[src/rtl/ascii_to_scan.sv]
// Encodes one Hack key code into its PS/2 Set-2 make/break byte sequence.
// Optional macro SHIFT_EN adds shifted characters (left-shift wrapped around the base key).
module ascii_to_scan #(
  parameter int unsigned BYTE_GAP = 0
) (
  input  logic       clk,
  input  logic       reset,
  input  logic [7:0] key_code,
  input  logic       key_valid,
  output logic       key_ready,
  output logic [7:0] scan_code,
  output logic       scan_valid,
  input  logic       scan_ready,
  output logic       busy,
  output logic       unmapped
);

  typedef enum logic [3:0] {
    IDLE, LOOK, SH_MK, MK_E0, MK, BK_E0, BK_F0, BK, SH_F0, SH_BK
  } state_t;

  state_t     state;
  state_t     first;
  state_t     nxt;
  logic [7:0] key_q;
  logic [7:0] gap_cnt;
  logic       gapping;
  logic [9:0] m;
  logic       hit;
  logic       ext;
  logic       shift;
  logic [7:0] code;

  // Unshifted table: {hit, ext, make code}
  function automatic logic [9:0] base_map(input logic [7:0] k);
    logic [9:0] r;
    r = '0;
    case (k)
      8'd97:  r = {2'b10, 8'h1C};  8'd98:  r = {2'b10, 8'h32};  8'd99:  r = {2'b10, 8'h21};
      8'd100: r = {2'b10, 8'h23};  8'd101: r = {2'b10, 8'h24};  8'd102: r = {2'b10, 8'h2B};
      8'd103: r = {2'b10, 8'h34};  8'd104: r = {2'b10, 8'h33};  8'd105: r = {2'b10, 8'h43};
      8'd106: r = {2'b10, 8'h3B};  8'd107: r = {2'b10, 8'h42};  8'd108: r = {2'b10, 8'h4B};
      8'd109: r = {2'b10, 8'h3A};  8'd110: r = {2'b10, 8'h31};  8'd111: r = {2'b10, 8'h44};
      8'd112: r = {2'b10, 8'h4D};  8'd113: r = {2'b10, 8'h15};  8'd114: r = {2'b10, 8'h2D};
      8'd115: r = {2'b10, 8'h1B};  8'd116: r = {2'b10, 8'h2C};  8'd117: r = {2'b10, 8'h3C};
      8'd118: r = {2'b10, 8'h2A};  8'd119: r = {2'b10, 8'h1D};  8'd120: r = {2'b10, 8'h22};
      8'd121: r = {2'b10, 8'h35};  8'd122: r = {2'b10, 8'h1A};
      8'd48:  r = {2'b10, 8'h45};  8'd49:  r = {2'b10, 8'h16};  8'd50:  r = {2'b10, 8'h1E};
      8'd51:  r = {2'b10, 8'h26};  8'd52:  r = {2'b10, 8'h25};  8'd53:  r = {2'b10, 8'h2E};
      8'd54:  r = {2'b10, 8'h36};  8'd55:  r = {2'b10, 8'h3D};  8'd56:  r = {2'b10, 8'h3E};
      8'd57:  r = {2'b10, 8'h46};
      8'd9:   r = {2'b10, 8'h0D};  8'd32:  r = {2'b10, 8'h29};  8'd39:  r = {2'b10, 8'h52};
      8'd44:  r = {2'b10, 8'h41};  8'd45:  r = {2'b10, 8'h4E};  8'd46:  r = {2'b10, 8'h49};
      8'd47:  r = {2'b10, 8'h4A};  8'd59:  r = {2'b10, 8'h4C};  8'd61:  r = {2'b10, 8'h55};
      8'd91:  r = {2'b10, 8'h54};  8'd92:  r = {2'b10, 8'h5D};  8'd93:  r = {2'b10, 8'h5B};
      8'd96:  r = {2'b10, 8'h0E};  8'd128: r = {2'b10, 8'h5A};  8'd129: r = {2'b10, 8'h66};
      8'd130: r = {2'b11, 8'h6B};  8'd131: r = {2'b11, 8'h75};  8'd132: r = {2'b11, 8'h74};
      8'd133: r = {2'b11, 8'h72};  8'd134: r = {2'b11, 8'h6C};
      8'd141: r = {2'b10, 8'h05};  8'd142: r = {2'b10, 8'h06};  8'd143: r = {2'b10, 8'h04};
      8'd144: r = {2'b10, 8'h0C};  8'd145: r = {2'b10, 8'h03};  8'd146: r = {2'b10, 8'h0B};
      8'd147: r = {2'b10, 8'h83};  8'd148: r = {2'b10, 8'h0A};  8'd149: r = {2'b10, 8'h01};
      8'd150: r = {2'b10, 8'h09};  8'd151: r = {2'b10, 8'h78};  8'd152: r = {2'b10, 8'h07};
      default: r = '0;
    endcase
    return r;
  endfunction

`ifdef SHIFT_EN
  // Shifted character -> the unshifted character on the same key (0 = none)
  function automatic logic [7:0] shift_base(input logic [7:0] k);
    logic [7:0] r;
    r = 8'd0;
    if (k >= 8'd65 && k <= 8'd90) r = k + 8'd32;
    else begin
      case (k)
        8'd41:  r = 8'd48;  8'd33:  r = 8'd49;  8'd64:  r = 8'd50;  8'd35:  r = 8'd51;
        8'd36:  r = 8'd52;  8'd37:  r = 8'd53;  8'd94:  r = 8'd54;  8'd38:  r = 8'd55;
        8'd42:  r = 8'd56;  8'd40:  r = 8'd57;  8'd95:  r = 8'd45;  8'd43:  r = 8'd61;
        8'd58:  r = 8'd59;  8'd34:  r = 8'd39;  8'd60:  r = 8'd44;  8'd62:  r = 8'd46;
        8'd63:  r = 8'd47;  8'd123: r = 8'd91;  8'd125: r = 8'd93;  8'd124: r = 8'd92;
        8'd126: r = 8'd96;
        default: r = 8'd0;
      endcase
    end
    return r;
  endfunction
`endif

  function automatic logic [7:0] byte_of(input state_t s, input logic [7:0] c);
    logic [7:0] r;
    case (s)
      SH_MK, SH_BK:  r = 8'h12;
      MK_E0, BK_E0:  r = 8'hE0;
      BK_F0, SH_F0:  r = 8'hF0;
      MK, BK:        r = c;
      default:       r = 8'h00;
    endcase
    return r;
  endfunction

  // Lookup on the latched key plus sequence successor logic
  always_comb begin
    m     = base_map(key_q);
    shift = 1'b0;
`ifdef SHIFT_EN
    if (!m[9] && shift_base(key_q) != 8'd0) begin
      m     = base_map(shift_base(key_q));
      shift = 1'b1;
    end
`endif
    hit  = m[9];
    ext  = m[8];
    code = m[7:0];
    first = shift ? SH_MK : (ext ? MK_E0 : MK);
    case (state)
      SH_MK:   nxt = ext ? MK_E0 : MK;
      MK_E0:   nxt = MK;
      MK:      nxt = ext ? BK_E0 : BK_F0;
      BK_E0:   nxt = BK_F0;
      BK_F0:   nxt = BK;
      BK:      nxt = shift ? SH_F0 : IDLE;
      SH_F0:   nxt = SH_BK;
      default: nxt = IDLE;
    endcase
  end

  always_ff @(posedge clk) begin
    if (reset) begin
      state      <= IDLE;
      key_q      <= 8'd0;
      scan_code  <= 8'd0;
      scan_valid <= 1'b0;
      key_ready  <= 1'b1;
      busy       <= 1'b0;
      unmapped   <= 1'b0;
      gap_cnt    <= 8'd0;
      gapping    <= 1'b0;
    end else begin
      unmapped <= 1'b0;
      case (state)
        IDLE: if (key_valid) begin
          key_q     <= key_code;
          state     <= LOOK;
          key_ready <= 1'b0;
          busy      <= 1'b1;
        end
        LOOK: if (!hit) begin
          unmapped  <= 1'b1;
          state     <= IDLE;
          key_ready <= 1'b1;
          busy      <= 1'b0;
        end else begin
          state      <= first;
          scan_code  <= byte_of(first, code);
          scan_valid <= 1'b1;
        end
        default: begin
          if (gapping) begin
            // Idle spacing between bytes; state already holds the next byte
            if (gap_cnt == 8'd0) begin
              gapping    <= 1'b0;
              scan_valid <= 1'b1;
              scan_code  <= byte_of(state, code);
            end else begin
              gap_cnt <= gap_cnt - 8'd1;
            end
          end else if (scan_valid && scan_ready) begin
            if (nxt == IDLE) begin
              state      <= IDLE;
              scan_valid <= 1'b0;
              scan_code  <= 8'd0;
              key_ready  <= 1'b1;
              busy       <= 1'b0;
            end else begin
              state <= nxt;
              if (BYTE_GAP == 0) begin
                scan_code <= byte_of(nxt, code);
              end else begin
                scan_valid <= 1'b0;
                gapping    <= 1'b1;
                gap_cnt    <= 8'(BYTE_GAP - 1);
              end
            end
          end
        end
      endcase
    end
  end

endmodule

[config.mk]
export PLATFORM = sky130hd
export DESIGN_NAME = ascii_to_scan
export DESIGN_NICKNAME = d
export VERILOG_FILES = /design/src/rtl/ascii_to_scan.sv
export SDC_FILE = /design/constraint.sdc
export NUM_CORES = 1
export LEC_CHECK = 0
export CORE_ASPECT_RATIO = 1.2
export CORE_MARGIN = 4
export CORE_UTILIZATION = 65
export CTS_CLUSTER_DIAMETER = 30
export DETAILED_ROUTE_END_ITERATION = 8
export DONT_BUFFER_PORTS = 1
export PLACE_DENSITY = 0.81
export SLEW_MARGIN = 20
export SYNTH_ARGS = -nofsm -noshare
export SYNTH_HDL_FRONTEND = slang
export SYNTH_SLANG_ARGS = --single-unit
[constraint.sdc]
create_clock -name clk -period 4 [get_ports clk]
set_input_delay 0.6 -clock clk [delete_from_list [all_inputs] [get_ports clk]]
set_output_delay 0.6 -clock clk [all_outputs]
set_load 0.005 [all_outputs]
# After elaboration in Yosys (flattened, before gate mapping)
# Memories as Yosys holds them, arrays and structs flattened. A register that Yosys moved wholly into a read port is not among the register bits.
# Cells that the tools add are included.
# totals
ff_bits	33
romBits	2560
memories	1
input_bits	12
output_inout_bits	12
# mem_list
memory	words	word_bits	rd	rd_clocked_by_memory_dff	wr	line	rtl
(name not given)	256	10	1	1	0	38	case (k)
# op_classes
n_mux	39
add_sub_neg	1
bitwise	4
reduce_logical	28
eq_ne	30
# ops
cell	count
case mux 8 bit (4 select lines)	3
two-way mux 8 bit	7
equality test 4 x 3 -> 1 bit, second input constant	8
OR reduction 2 bit	14
case mux 4 bit (6 select lines)	1
equality test 4 x 2 -> 1 bit, second input constant	4
equality test 4 bit, second input constant	4
two-way mux 1 bit	16
two-way mux 4 bit	4
case mux 8 bit (2 select lines)	1
equality test 3 bit, second input constant	4
nonzero test 3 bit	4
AND reduction 5 bit	2
equality test 3 x 4 -> 1 bit, second input constant	2
zero test 4 bit	2
zero test 8 bit	1
case mux 4 bit (2 select lines)	1
subtractor 8 x 1 -> 8 bit, second input constant	1
equality test 3 x 2 -> 1 bit, second input constant	2
two-way mux 3 bit	2
!= test 2 bit, second input constant	3
!= test 3 x 1 -> 1 bit, second input constant	2
case mux 1 bit (2 select lines)	3
AND reduction 3 bit	2
6 further kinds	9

# Logic depth before layout (Yosys ltp)
# depth
ltp_word	9
mapped_depth	15
depth_no_buf	12

# Least setup slack after synthesis
# No wires, ideal clock.
# synth_path
kind	input-to-reg
startpoint	in key_valid
endpoint	reg, netlist name m[0]
path_buffers	1
required_time_ns	3.880
t_arrival_ns	2.975
path_stages	13
path_slack_ns	0.906
path_cell_list	nor3b_4 > buf_4 > nand3_1 > a21oi_2 > inv_1 > ha_1 > nor2b_1 > nand4_1 > o21ai_1 > a21o_1 > a31oi_1 > a21oi_1 > a211o_1
# synth_between
elab_chain_cells	3
# synth_rtl
item	line	rtl
start: declaration	9	input logic key_valid,
AND reduction 2 bit (no source line)	--	
two-way mux 8 bit (no source line) (2 in a row)	--	
# No other way between the ends.
# A chain may end at the register's enable or synchronous reset.

# Worst setup path in the final report
# layout_path
startpoint	reg state[3]
endpoint	reg, netlist name m[0]
# layout_between
elab_chain_cells	4
# layout_rtl
item	line	rtl
start: declaration	22	state_t state;
start signal: assignment	153	state <= first;
start signal: assignment	175	state <= nxt;
zero test 4 bit	140	case (state)
AND reduction 2 bit (no source line)	--	
two-way mux 8 bit (no source line) (2 in a row)	--	
# No other way between the ends.

==> metrics.yaml <==
clockBufferDepth: 2
p_clk_frac: 0.155
cp_slowest_stage_delay_ns: 0.48
setup_violations: 0
synth_edf_count: 0
pwr-share-comb: 0.550
finalWirelength_um: 11600
p_leak_uw: 0.00139
cp_common_cell: "nor2_1"
clk_root_buffer_cell: "clkbuf_8"
grt_max_degree: 49
critPathKind: "reg2reg"
gp_congestion: 1.03
synthCells: 528
fmax_mhz: 321
synth_flop_cell: "dfxtp_1"
htree_levels: 2
cts_hold_buf: 0
clock_sinks: 43
core_um2: 5630
slew_violations: 0
drt_pass1_iterations: 5
maxSlewHeadroom: 0.429
swShare: 0.490
io_pins: 24
synth_area_um2: 3740
ys_seq_area_frac: 0.230
cts_resized: 0
postRouteAntennaNets: 0
grt_antenna_before_repair: 0
status: "finished, final reports clean"
multiInputGateArea_um2: 2590
syn_area_per_cell_um2: 7.08
max_slew.worst_pin.slew_ns: 0.845
arrival_ns: 3.33
area_growth_syn_to_layout_pct: 1.61
post-route-drc-count: 0
diodes: 0
pwr_density_cell_nw_per_um2: 513
post_cts_buffers: 0
seq_area_um2: 861
grt_usage: 0.323
async_flop_share: 0
syn-num-nets: 550
routedWlPerCell_um: 20.3
finalSetupTns_ns: 0
cts_buffers: 5
worst-path-max-fanout: 15
rows: 30
nets: 526
ir_drop_mv: 0.266
grt_setup_unrepaired: "false"
endpoint_kind: "flip-flop"
pwr-share-seq: 0.295
maxCapViolCount: 0
p_switching_uw: 954
ys_warn_count: 0
min_period_over_period: 0.780
grt_pass1_vias: 3685
skew_ns: 0.00549
ys_types: 74
ys_seq_elements: 43
grt_pass1_wl_um: 18500
worstHoldPathType: "in2reg"
p_total_uw: 1950
overflow: 0
yosysTopAreaCellShare: 0.230
clock_latency_ns: 0.31
port_buffers: 0
startpoint_type: "flip-flop"
period_needed_ns: 3.12
drive_above_1_share: 0.0931
num_vias: 4103
hpwl_um: 8180
internal_power_uw: 994
drt_iter0_drc: 349
synth_area_leaders: "dfxtp_1 23%, a21oi_1 6.8%, o21ai_0 6.6%, nand2_1 5.1%, nand3_1 3.8%"
initial_core_util: 0.664
worstPathCellList: "nor2_1 -> buf_4 -> a21boi_2 -> a21oi_2 -> inv_2 -> nor2_1 -> o221ai_1 -> a21o_1 -> a211o_1"
vias_per_cell: 7.21
critPathSlowestCell: "dfxtp_1"
finalHoldViolations: 0
die_h_um: 91.1
clkTransAtPathRegs_ns: 0.09
dieArea_um2: 7030
critical_path_required_ns: 4.21
synth_area_leader_cell: "dfxtp_1"
nFillCells: 508
dieWidth_um: 77.2
cts_tree: "done"
cells in the mapped netlist, drive strengths merged (3+ instances only):
cell / count
a211oi: 12
a21o: 10
a21oi: 57
a31oi: 10
a32oi: 3
and3: 6
buf: 20
clkbuf: 24
dfxtp: 43
ha: 10
inv: 20
mux2: 3
mux2i: 6
nand2: 53
nand2b: 8
nand3: 28
nand3b: 5
nand4: 10
nor2: 38
nor2b: 9
nor3: 20
nor3b: 3
nor4: 4
o211ai: 7
o21ai: 53
o221ai: 3
o22ai: 4
o311ai: 3
o41ai: 5
or3: 3
xnor2: 5
xor2: 5
path summary, 6_finish.rpt:
check,from,to,slack (ns),cells after the start
worst max register to register,state[3],m[0],0.88,9
worst min register to register,scan_code[0],scan_code[0],0.48,2
worst min-delay path,reset,key_q[1],0.35,1
worst max-delay path,state[3],m[0],0.88,9
power groups by stage:
stage | logic (uW) | registers [uW] | clock network, uW
3_3_place_gp | 1020 | 580 | 0
6_report | 1070 | 575 | 302
3_5_place_dp | 1030 | 582 | 0
4_1_cts | 1040 | 572 | 306
2_1_floorplan | 839 | 553 | 0
5_1_grt | 1170 | 581 | 322
state kept, by name (all words and copies together), names as in the netlist:
register,count
gap_cnt,8
state,4
unmapped,1
scan_code,8
gapping,1
scan_valid,1
busy,1
key_ready,1
key_q,8
m,10
through the flow:
| stage | setup slack (ns) | utilization | hold slack (ns) | instance area [um^2] | std cells |
|---|---|---|---|---|---|
| floorplan | 0.906 | - | 0.433 | 3740 | 528 |
| global placement | 0.917 | 0.658 | 0.458 | 3700 | 561 |
| detailed placement | 0.843 | 0.658 | 0.464 | 3700 | 561 |
| CTS | 0.941 | 0.674 | 0.345 | 3800 | 569 |
| global route | 0.647 | 0.674 | 0.338 | 3800 | 569 |
| finish | 0.882 | 0.674 | 0.352 | 3800 | 569 |
cell type report:
cell class | instances | share of cell area
Clock buffer | 5 | 0.0181
Clock inverter | 3 | 0.00626
Inverter | 21 | 0.0208
Multi-Input combinational cell | 420 | 0.681
Sequential cell | 43 | 0.227
Tap cell | 64 | 0.0211
Timing Repair Buffer | 13 | 0.0257
cells by family (layout without fill, tap and decap cells):
group,Yosys count,in the layout,share of synthesized area
compound gates,192,192,0.337
xor+xnor,10,10,0.0234
fa+ha+maj,10,10,0.0335
buf+inv,65,42,0.0774
flops,43,43,0.230
mux,9,9,0.0251
simple gates,199,199,0.273
placed cells by master (no fill, tap or decap), types with 4 or more instances in the layout:
| cell | Yosys | layout |
|---|---|---|
| buf_4 | 6 | 13 |
| nor2b_1 | 9 | 9 |
| nor2_1 | 37 | 37 |
| xnor2_1 | 5 | 5 |
| mux2i_1 | 6 | 6 |
| dfxtp_1 | 43 | 43 |
| o21ai_1 | 4 | 4 |
| a21oi_2 | 5 | 5 |
| nand3_1 | 28 | 28 |
| a31oi_1 | 10 | 10 |
| xor2_1 | 5 | 5 |
| nand4_1 | 10 | 10 |
| nor3_1 | 19 | 19 |
| o211ai_1 | 6 | 6 |
| nand2b_1 | 8 | 8 |
| nand3b_1 | 5 | 5 |
| clkbuf_8 | 0 | 5 |
| nor4_1 | 4 | 4 |
| inv_1 | 17 | 17 |
| a21o_1 | 9 | 9 |
| o41ai_1 | 5 | 5 |
| nand2_1 | 51 | 51 |
| o22ai_1 | 4 | 4 |
| a21oi_1 | 51 | 51 |
| a211oi_1 | 12 | 12 |
| o21ai_0 | 49 | 49 |
| and3_1 | 6 | 6 |
| ha_1 | 10 | 10 |
layer usage:
metal / routed length, um / part of all wire / GRT usage
met1: 4140 / 0.36 / 0.390
met2: 5510 / 0.48 / 0.522
met3: 1190 / 0.10 / 0.0595
met4: 719 / 0.062 / 0.205
met5: 0 / 0 / 0
critical path: cells and delay by family (launching register included):
family                 cells  cell delay [ns]
flip-flops                 1             0.48
AND/OR/NAND/NOR            2             0.66
AO/OA/AOI/OAI              5             1.30
buffers and inverters      2             0.58
Power figures use the tool's default switching activity.
